### src/rtl/step_ctrl_pkg.sv
// Shared encodings for the step controller and its helpers.
package step_ctrl_pkg;

  typedef enum logic [1:0] {
    ST_IDLE = 2'd0,
    ST_AUTO = 2'd1,
    ST_STEP = 2'd2,
    ST_DONE = 2'd3
  } state_t;

endpackage : step_ctrl_pkg

### src/rtl/btn_debounce.sv
// Two-FF synchroniser plus hold-time debounce for a board pushbutton.
// Emits a one-cycle pulse when the accepted level goes 0->1.
module btn_debounce #(
  parameter int unsigned DEB_CNT = 500000
) (
  input  logic clk,
  input  logic reset,
  input  logic btn_in,
  output logic pulse
);

  localparam int unsigned CNT_W = (DEB_CNT > 1) ? $clog2(DEB_CNT) : 1;
  localparam logic [CNT_W-1:0] CNT_LAST = CNT_W'(DEB_CNT - 1);

  logic             sync_p0;
  logic             sync_p1;
  logic             stable;
  logic [CNT_W-1:0] cnt;

  always_ff @(posedge clk) begin
    if (reset) begin
      sync_p0 <= 1'b0;
      sync_p1 <= 1'b0;
      stable  <= 1'b0;
      cnt     <= '0;
      pulse   <= 1'b0;
    end else begin
      sync_p0 <= btn_in;
      sync_p1 <= sync_p0;
      pulse   <= 1'b0;
      if (sync_p1 == stable) begin
        cnt <= '0;
      end else if (cnt == CNT_LAST) begin
        // New level has held long enough; a rising acceptance is the press
        stable <= sync_p1;
        cnt    <= '0;
        pulse  <= sync_p1;
      end else begin
        cnt <= cnt + CNT_W'(1);
      end
    end
  end

endmodule : btn_debounce

### src/rtl/step_ctrl.sv
// Turns clk_10 rising edges (auto-run) or debounced presses (single-step)
// into one-cycle solver step enables, and counts the steps issued.
module step_ctrl
  import step_ctrl_pkg::*;
#(
  parameter int unsigned DEB_CNT = 500000,
  parameter int unsigned CW      = 16
) (
  input  logic          clk,
  input  logic          reset,
  input  logic          clk_10,
  input  logic          btn_step,
  input  logic          sw_auto,
  input  logic          start,
  input  logic          done,
  output logic          step_en,
  output logic          busy,
  output logic [1:0]    state,
  output logic [CW-1:0] step_count
);

  function automatic logic [CW-1:0] sat_inc(input logic [CW-1:0] v);
    return (&v) ? v : v + CW'(1);
  endfunction

  state_t st_r;
  logic   c1_p0;
  logic   c2_p1;
  logic   tick;
  logic   btn_pulse;

  btn_debounce #(
    .DEB_CNT (DEB_CNT)
  ) u_deb (
    .clk    (clk),
    .reset  (reset),
    .btn_in (btn_step),
    .pulse  (btn_pulse)
  );

  assign tick  = c1_p0 & ~c2_p1;
  assign state = st_r;

  always_ff @(posedge clk) begin
    if (reset) begin
      c1_p0      <= 1'b0;
      c2_p1      <= 1'b0;
      st_r       <= ST_IDLE;
      busy       <= 1'b0;
      step_en    <= 1'b0;
      step_count <= '0;
    end else begin
      c1_p0   <= clk_10;
      c2_p1   <= c1_p0;
      step_en <= 1'b0;
      if (step_en) step_count <= sat_inc(step_count);

      // Stage boundary: next state and step decision, registered with busy
      case (st_r)
        ST_IDLE, ST_DONE: begin
          if (start) begin
            st_r       <= sw_auto ? ST_AUTO : ST_STEP;
            busy       <= 1'b1;
            step_count <= '0;
          end
        end
        ST_AUTO: begin
          if (done) begin
            st_r <= ST_DONE;
            busy <= 1'b0;
          end else if (!sw_auto) begin
            st_r <= ST_STEP;
          end else begin
            step_en <= tick;
          end
        end
        ST_STEP: begin
          if (done) begin
            st_r <= ST_DONE;
            busy <= 1'b0;
          end else if (sw_auto) begin
            st_r <= ST_AUTO;
          end else begin
            step_en <= btn_pulse;
          end
        end
        default: begin
          st_r <= ST_IDLE;
          busy <= 1'b0;
        end
      endcase
    end
  end

endmodule : step_ctrl

### config.mk
export PLATFORM = sky130hd
export DESIGN_NAME = step_ctrl
export DESIGN_NICKNAME = d
export VERILOG_FILES = /design/src/rtl/step_ctrl_pkg.sv /design/src/rtl/btn_debounce.sv /design/src/rtl/step_ctrl.sv
export SDC_FILE = /design/constraint.sdc
export NUM_CORES = 1
export LEC_CHECK = 0
export ABC_AREA = 1
export CORE_UTILIZATION = 53
export CTS_BUF_LIST = sky130_fd_sc_hd__clkbuf_8
export DETAILED_ROUTE_END_ITERATION = 16
export PLACE_DENSITY = 0.79
export SYNTH_ARGS = -nofsm -noshare
export SYNTH_HDL_FRONTEND = slang
export SYNTH_SLANG_ARGS = --single-unit
### constraint.sdc
create_clock -name clk -period 2.1 [get_ports clk]
set_clock_uncertainty 0.2 [all_clocks]
set_input_delay 0.315 -clock clk [delete_from_list [all_inputs] [get_ports clk]]
set_output_delay 0.315 -clock clk [all_outputs]
set_load 0.05 [all_outputs]
==> results.md, run 1 <==
- The Yosys step of the flow raised 0 warnings.
- For this run, the total global-route usage over all layers was measured as 0.218.
- The clock sink count is 45.
- By count the netlist is led by nand2_1, inv_1, nor2_1.
- At the later pin of the worst-skew pair, clock insertion delay measures 300 ps.
- The maximum achievable frequency is 487 MHz.
- The cell depth of the worst hold path is 2.
- In the final routed layout, each cell accounts on average for 11.7 microns.
- For this run, design rule violations remaining after detail routing come to 0.
- The largest register by flop count is u_deb.cnt.
- The number of standard cells in the layout, taps in and fillers out is 421.
- The number of different library cells used by synthesis comes to 30.
- The number of antenna diodes in the final layout is 0.
- The die covers 0.00482 sq mm.
- The core region area is 0.00435 sq mm.
- Measured along the y axis, the die boundary spans 69.4 microns.
- The number of global-route vias before repair came to 2042.
- In this run, the number of DRC markers left after iteration 0 of detailed routing was 121.
- The xor-xnor portion of the synthesized cell area is 0.0654.
- The post-placement cell count is 413.
- The via count is 2201.
- The number of gates resized after CTS is 0.
- The die width is 69.4 microns.
- The depth of the most critical reg-to-reg path is 8.
- Setup repair after global routing left no endpoint under its margin.
- The number of iterations in the first detailed-routing pass is 5.
- The number of enable-type register cells in the synthesized netlist is 0.
- The final critical-path share of the clock period is 0.978.
- The placed cell area is 0.00274 sq mm.
- Prior to clock tree synthesis, the placed netlist has a worst setup slack of 308 ps.
- The type of element launching the critical path is a flip-flop.
- The share of the Yosys chip area taken by registers is 0.374.
- The number of buffers and inverters on the critical path is 1.
- The initial antenna violation count is 0.
- The clock period could shrink to 2050 ps.
- The total number of placement rows is 24.
- Of the total synthesized cell area, the portion taken by AND, OR, NAND and NOR gates is 0.377.
- Walking the worst path, the cells encountered are clkdlybuf4s50_1.
- The dominant cell by count in the synthesized netlist is nand2_1.
- By area the synthesized netlist is led by dfxtp_1, nand2_1, inv_1, nor2_1, xor2_1.
- TritonCTS built the clock tree.
- By area, the combinational part of the netlist is dominated by simple AND/OR/NAND/NOR gates.
- VDD sags by at most 0.668 mV.
- Entering global routing, the biggest net connects 20 pins.
- The register-to-register setup slack is 310 ps.
- The worst relative slew slack is 0.645.
- The category of cells accounting for the largest share of critical-path delay is buffers and inverters.
- For the pin with the worst max-slew slack, the measured transition is 531 ps.
- The startpoint of the worst register-to-register path is u_deb.cnt[0].
- The first-pass GRT wire length is 8510 microns.
- The vias per cell is 5.23.
- The master of the slowest instance on the critical path is clkdlybuf4s50_1.
- In this run the worst hold path is classified as reg -> reg.
- The data arrival time at the worst-slack endpoint is 1540 ps.
- The final setup violation count is 0.
- The worst-case hold path end point is c2_p1.
- The setup total negative slack is 0 ps.
- The worst path setup slack after routing is 45.7 ps.
- The worst setup path is captured at an output port.
- The endpoint identified for the worst register-to-register timing path is u_deb.cnt[12].
- The synthesized netlist occupies a cell area of 0.00241 sq mm.
- The cell at the root of the clock tree is clkbuf_8.
- The overall overflow remaining after global route is 0.
- The startpoint identified for the worst hold timing path is c1_p0.
- The area growth from synthesis to layout is 19.2%.
- For this design the ratio of total power to cell area is 696 mW/mm^2.
- In the synthesized netlist the async set-or-reset flop fraction comes to 0.
- The worst hold margin is 234 ps.
- The aggregate routed wire length is 4910 microns.
- Hold repair after CTS inserted 0 buffers.
- The finished cells cover 0.00287 sq mm.
- In the global route stage, met2 resource usage came out at 0.388.
- On the worst path, the slowest cell contributes a delay of 830 ps.
- The post-layout net count is 379.
- For the worst setup path, the data required time is 1580 ps.
- The fraction of the mapped netlist area in adder cells is 0.0208.
- The flip-flop count of the largest register, all copies and words added is 19.
- The multiplexer share of the synthesized area is 0.
- The buffer depth of the longest clock path is 2.
- The synthesized area per cell is 7.19 sq um.
- The gate count after technology mapping is 335.
- The global-route track usage on met1 is 0.258.
- The number of endpoints with negative hold slack in the final report was 0.
- For this configuration, the core starts out at a cell density of 0.553.
- The HPWL reported at the end of detailed placement is 3680 microns.
- In this run, synthesis produced a sequential element count of 45.
- The number of clock buffers inserted by TritonCTS is 5.
- The number of nets in the synthesized netlist is 346.
- The leakage power of the design is 1.22 nW.
- Routability-driven placement finished with a final weighted congestion of 0.967.
- The area fraction in compound gates after synthesis was 0.0654.
- The flow ran to the end, and the final reports show no timing, DRC or antenna violations.
- Of the cells placed in the final design, the portion with a size suffix greater than 1 is 0.0976.
- The critical path is of the reg -> out type.
- The most congested layer reported by global routing is met2.
- The number of buffers inserted to repair setup after CTS is 0.
- The final-report max-slew violation count is 0.
- The flip-flop cell with the highest count after synthesis is dfxtp_1.
- The tool flagged a number of max-cap violations equal to 0.
- During placement, the flow inserted port buffers numbering 26.
- The I/O pin count is 27.
- The library cell occupying the most area in the post-synthesis netlist is dfxtp_1.
- The count of H-tree levels built during CTS is 2.
- The share of synthesized area in the top cell type comes to 0.374.
- Of all nets on the critical path, the largest fanout is 5.
- The final antenna-violating net count is 0.
- After clock tree synthesis, the clock-pin slew on the worst setup and hold paths is 90 ps.
- For this run, global-route usage on met3 was measured as 0.0334.
==> final cells by class <==
class / count / area (sq um)
tap: 52 / 65.1
clock buffer: 6 / 82.6
sequential: 45 / 901
inverter: 55 / 206
timing repair buffer: 29 / 305
clock inverter: 2 / 37.5
multi-input combinational: 232 / 1270
fill: 372 / 1480
==> layout by cell type, fill, tap and decap left out, drive strengths merged <==
master and instances:
a21oi 16, buf 5, bufinv 1, clkbuf 6
clkdlybuf4s50 18, clkinvlp 1, dfxtp 45, dlymetal6s2s 6
ha 4, inv 55, nand2 68, nand3 21
nand3b 3, nand4 15, nor2 59, nor3 10
nor3b 1, nor4 4, o21ai 8, o21bai 3
o221ai 1, o22ai 1, xnor2 2, xor2 16
==> metal layers <==
layer	up-vias	part of all wire	routed length, microns
li1	1135	-	-
met1	1000	0.46	2240
met2	59	0.48	2380
met3	7	0.044	214
met4	0	0.015	75
met5	-	0	0
==> worst max path at each step <==
stage,from,to,slack (ps),depth (start not counted)
floorplan,step_count[1],step_count[14],130,10
global placement,sw_auto,state[1],340,7
detailed placement,sw_auto,state[1],310,7
CTS,step_count[3],step_count[3],6,1
global route,step_count[1],step_count[1],3,1
finish,step_count[11],step_count[11],50,1
==> kinds of logic (layout without fill, tap and decap cells) <==
| family | Yosys count | count (layout) |
|---|---|---|
| compound gates | 29 | 29 |
| buf+inv | 58 | 92 |
| xor+xnor | 18 | 18 |
| fa+ha+maj | 4 | 4 |
| flops | 45 | 45 |
| simple gates | 181 | 181 |
==> per-stage QoR <==
step,total power [W],utilization
2_1_floorplan,0.00121,-
3_3_place_gp,0.00132,0.629
3_5_place_dp,0.00133,0.629
4_1_cts,0.00202,0.656
5_1_grt,0.00209,0.660
6_report,0.00200,0.660
==> where the power goes <==
part           internal [W]  switching, W
Sequential         0.000883     0.0000187
Clock              0.000387      0.000297
Combinational      0.000142      0.000273
No activity file was read; power rests on OpenSTA's default activity.
==> run 2, diff against run 1 <==
Settings changed: CAP_MARGIN set to 25, SYNTH_HIERARCHICAL set to 1.
==> run 2 against run 1 <==
Sequential power is 0.7% higher. First-iteration DRC count is 26% higher. Cell area is 0.57% higher. Register-to-register slack worse by 20 ps. Sequential share of layout area is 0.18 points lower. Utilization is 0.081 points lower. Cell count is 3.3% higher. Non-clock buffer count is 1 lower. Via count is 3.2% higher. Worst hold slack worse by 24 ps. Worst setup slack worse by 10 ps.
==> results.md, run 2 <==
- The antenna diode count is 0.
- For this run, the detailed router's first-pass iteration total came to 6.
- The library cell occupying the most area in the post-synthesis netlist is dfxtp_1.
- The final non-filler cell area is 0.00289 sq mm.
- By area, the combinational part of the netlist is dominated by simple AND/OR/NAND/NOR gates.
- The switching share of total power is 0.278.
- The number of nets in the synthesized netlist is 362.
- The flip-flop count of the largest register, all copies and words added is 19.
- During synthesis, Yosys emitted a total of 6 warnings.
- The fraction of final layout cells sized beyond drive strength 1 is 0.136.
- Counting I/O delays and the setup requirement, the final critical path takes 2060 ps.
- Buffers inserted during clock tree synthesis total 5.
- The depth of the most critical reg-to-reg path is 9.
- The final-report max-slew violation count is 0.
- The number of DRC markers in iteration 0 is 153.
- The number of buffers inserted to repair setup after CTS is 0.
- The final antenna-violating net count is 0.
- The initial utilization of the core area, before any placement, comes to 0.558.
- The cell depth of the worst hold path is 2.
- For this run, the slowest stage of the critical path takes 830 ps.
- Once detailed placement completed, the half-perimeter wirelength came to 3610 microns.
- The worst relative slew slack is 0.664.
- Of the total synthesized cell area, the portion taken by XOR and XNOR cells is 0.0394.
- The global-route usage over all layers is 0.212.
- The cell at the root of the clock tree is clkbuf_8.
- After detailed routing, the number of vias per cell comes to 5.22.
- The worst setup path is launched from a flip-flop.
- After synthesis the netlist holds a flip-flop and latch count of 45.
- The synthesized area per cell is 6.97 sq um.
- The distinct cell type count of the synthesized netlist is 33.
- The proportion of power drawn by combinational gates is 0.196.
- In this run the number of cells on the critical path is 1.
- The clock-pin slew on the worst setup and hold paths is 90 ps.
- Dividing the detail-routed wire length by the instance count gives 11.2 microns.
- The number of I/O port buffers is 26.
- The initial antenna violation count is 0.
- The floorplan step set the die height to 69.9 microns.
- The peak ir drop on the vdd network is 0.316 mV.
- The area fraction in compound gates after synthesis is 0.0916.
- The multiplexer share of the synthesized area is 0.
- The maximum achievable frequency is 484 MHz.
- After floorplanning, the core was divided into 24 placement rows.
- The fraction of synthesized cell area taken by the top area cell type is 0.368.
- The internal power summed over all cells is 0.00150 W.
- The share of total power dissipated in sequential elements is 0.436.
- More flip-flops sit in one register than any other, and that register is u_deb/cnt.
- The clock sink count is 45.
- Of the available clock period, the critical path in the final layout requires 0.983.
- The total power density per cell area is 720 mW/mm^2.
- The portion of the post-synthesis area used by sequential elements is 0.368.
- The synthesized area is 0.00244 sq mm.
- The clock share of power is 0.368.
- After detailed placement, the total cell area comes to 0.00274 sq mm.
- The path type of the worst setup path is reg -> out.
- Setup repair after global routing left no endpoint under its margin.
- The largest net degree at the start of global routing is 17.
- For flop-to-flop paths, the worst setup slack is 290 ps.
- The number of global-route vias before repair is 2130.
- The kind of cell with the highest combined delay along the critical path is buffers and inverters.
- The run finished with clean final reports.
- Setup violations remaining at the end of the flow were counted as 0.
- The flip-flop cell with the highest count after synthesis is dfxtp_1.
- The signal on the critical path passes through clkdlybuf4s50_1.
- The first-pass GRT wire length is 8550 microns.
- At the worst endpoint, the required time is 1580 ps.
- The most common library cell in the layout ignoring fill and taps is nand2_1.
- The aggregate routed wire length is 4880 microns.
- In the layout the commonest cells are nand2_1, nor2_1, dfxtp_1.
- For this design the total switching power over the nets is 0.000579 W.
- The category of the worst setup path capture point is an output port.
- The async set-or-reset flop fraction in the synthesized netlist is 0.
- The largest fanout of any net on the critical path is 5.
- Ranked by total cell area, the synthesized netlist is headed by dfxtp_1, nand2_1, nor2_1, inv_1, nor2_2.
- The post-layout net count is 393.
- Sorting the synthesized cells by how often they occur yields nand2_1, nor2_1, dfxtp_1.
- The hold-fix buffer count after cts is 0.
- For the pin with the worst max-slew slack, the measured transition is 503 ps.
- The die width is 69.9 microns.
- The classification of the worst-slack hold path is reg -> reg.
- At the end of routability-driven placement, the weighted congestion stood at 0.871.
- The number of enable-type register cells in the synthesized netlist is 0.
- The master of the slowest instance on the critical path is clkdlybuf4s50_1.
- Summed over all cells, the static leakage comes to 1.11 nW.
- In the post-synthesis netlist, the cell with the most instances is nand2_1.
- The gate count after technology mapping is 351.
- The data arrival time at the worst-slack endpoint is 1550 ps.
- The TritonCTS clock tree is done.
- The I/O pin count is 27.
- Of the total synthesized cell area, the portion taken by full adders, half adders and majority gates is 0.0205.
- The reported max-cap violation count is 0.
- The detailed router placed 2271 vias in this run.
- The area growth from synthesis to layout is 18.2%.
- After routing, the total negative slack on setup checks comes to 0 ps.
- Of the total synthesized cell area, the portion taken by AND, OR, NAND and NOR gates is 0.398.
- The number of buffer and inverter stages on the critical path is 1.
- The source-to-sink clock delay at the later pin of the worst-skew pair is 300 ps.
- The core region area is 0.00438 sq mm.
- The count of unresolved DRC violations after routing is 0.
- The total die area is 0.00489 sq mm.
- The clock passes through at most 2 buffers.
- The number of endpoints with negative hold slack in the final report is 0.
- The count of H-tree levels built during CTS is 2.
- The overall overflow remaining after global route is 0.
-- run 2: kinds of logic after synthesis --
group                    Yosys count
AO/OA/AOI/OAI                     40
XOR/XNOR                          11
AND/OR/NAND/NOR                  204
adder cells (fa/ha/maj)            4
buffers and inverters             47
flip-flops                        45
-- run 2: repair_timing --
| action | CTS | global route |
|---|---|---|
| cloned | 0 | 0 |
| setup endpoints to repair | 1 | 6 |
| pin swaps | 0 | 0 |
| resized for setup | 1 | 6 |
-- run 2: routing by layer --
metal  track usage  part of all wire  up-vias  wire (microns)
met2         0.363              0.48       71            2320
met1         0.249              0.45     1008            2190
met3        0.0476             0.058       15             283
met4         0.107             0.016        0              79
met5             0                 0        -               0
li1              -                 -     1177               -
-- run 2: power groups by stage --
stage	Clock (W)	Combinational, W	Sequential (W)
2_1_floorplan	0	0.000204	0.00102
3_3_place_gp	0	0.000405	0.000925
3_5_place_dp	0	0.000407	0.000927
4_1_cts	0.000789	0.000409	0.000907
5_1_grt	0.000815	0.000456	0.000910
6_report	0.000766	0.000407	0.000907
-- run 2: worst paths after layout --
path / from / endpoint
hold reg to reg: u_deb/sync_p0 / u_deb/sync_p1
hold / removal: u_deb/sync_p0 / u_deb/sync_p1
setup / recovery: step_count[12] / step_count[12]
setup reg to reg: step_count[1] / step_count[7]
-- run 2: through the flow --
stage | cells | hold WS, ps | setup slack, ps | total power (W) | util
after floorplan | 351 | 184 | 42.5 | 0.00122 | -
after CTS | 435 | 216 | 2.23 | 0.00210 | 0.656
after detailed placement | 427 | 205 | 325 | 0.00133 | 0.625
final | 435 | 210 | 35.4 | 0.00208 | 0.659
after global routing | 435 | 239 | 10.1 | 0.00218 | 0.659
after global placement | 427 | 198 | 342 | 0.00133 | 0.625
-- run 2: cell type report --
class	instances	area, sq um
fill	394	1500
multi-input combinational	259	1340
sequential	45	901
timing repair buffer	28	284
inverter	43	161
clock buffer	5	68.8
clock inverter	3	65.1
tap	52	65.1
==> run 3, diff against run 2 <==
Settings changed: SLEW_MARGIN set to 5.
==> results of run 3 <==
Same layout as run 2: the final DEF is identical, and so are final timing and power.
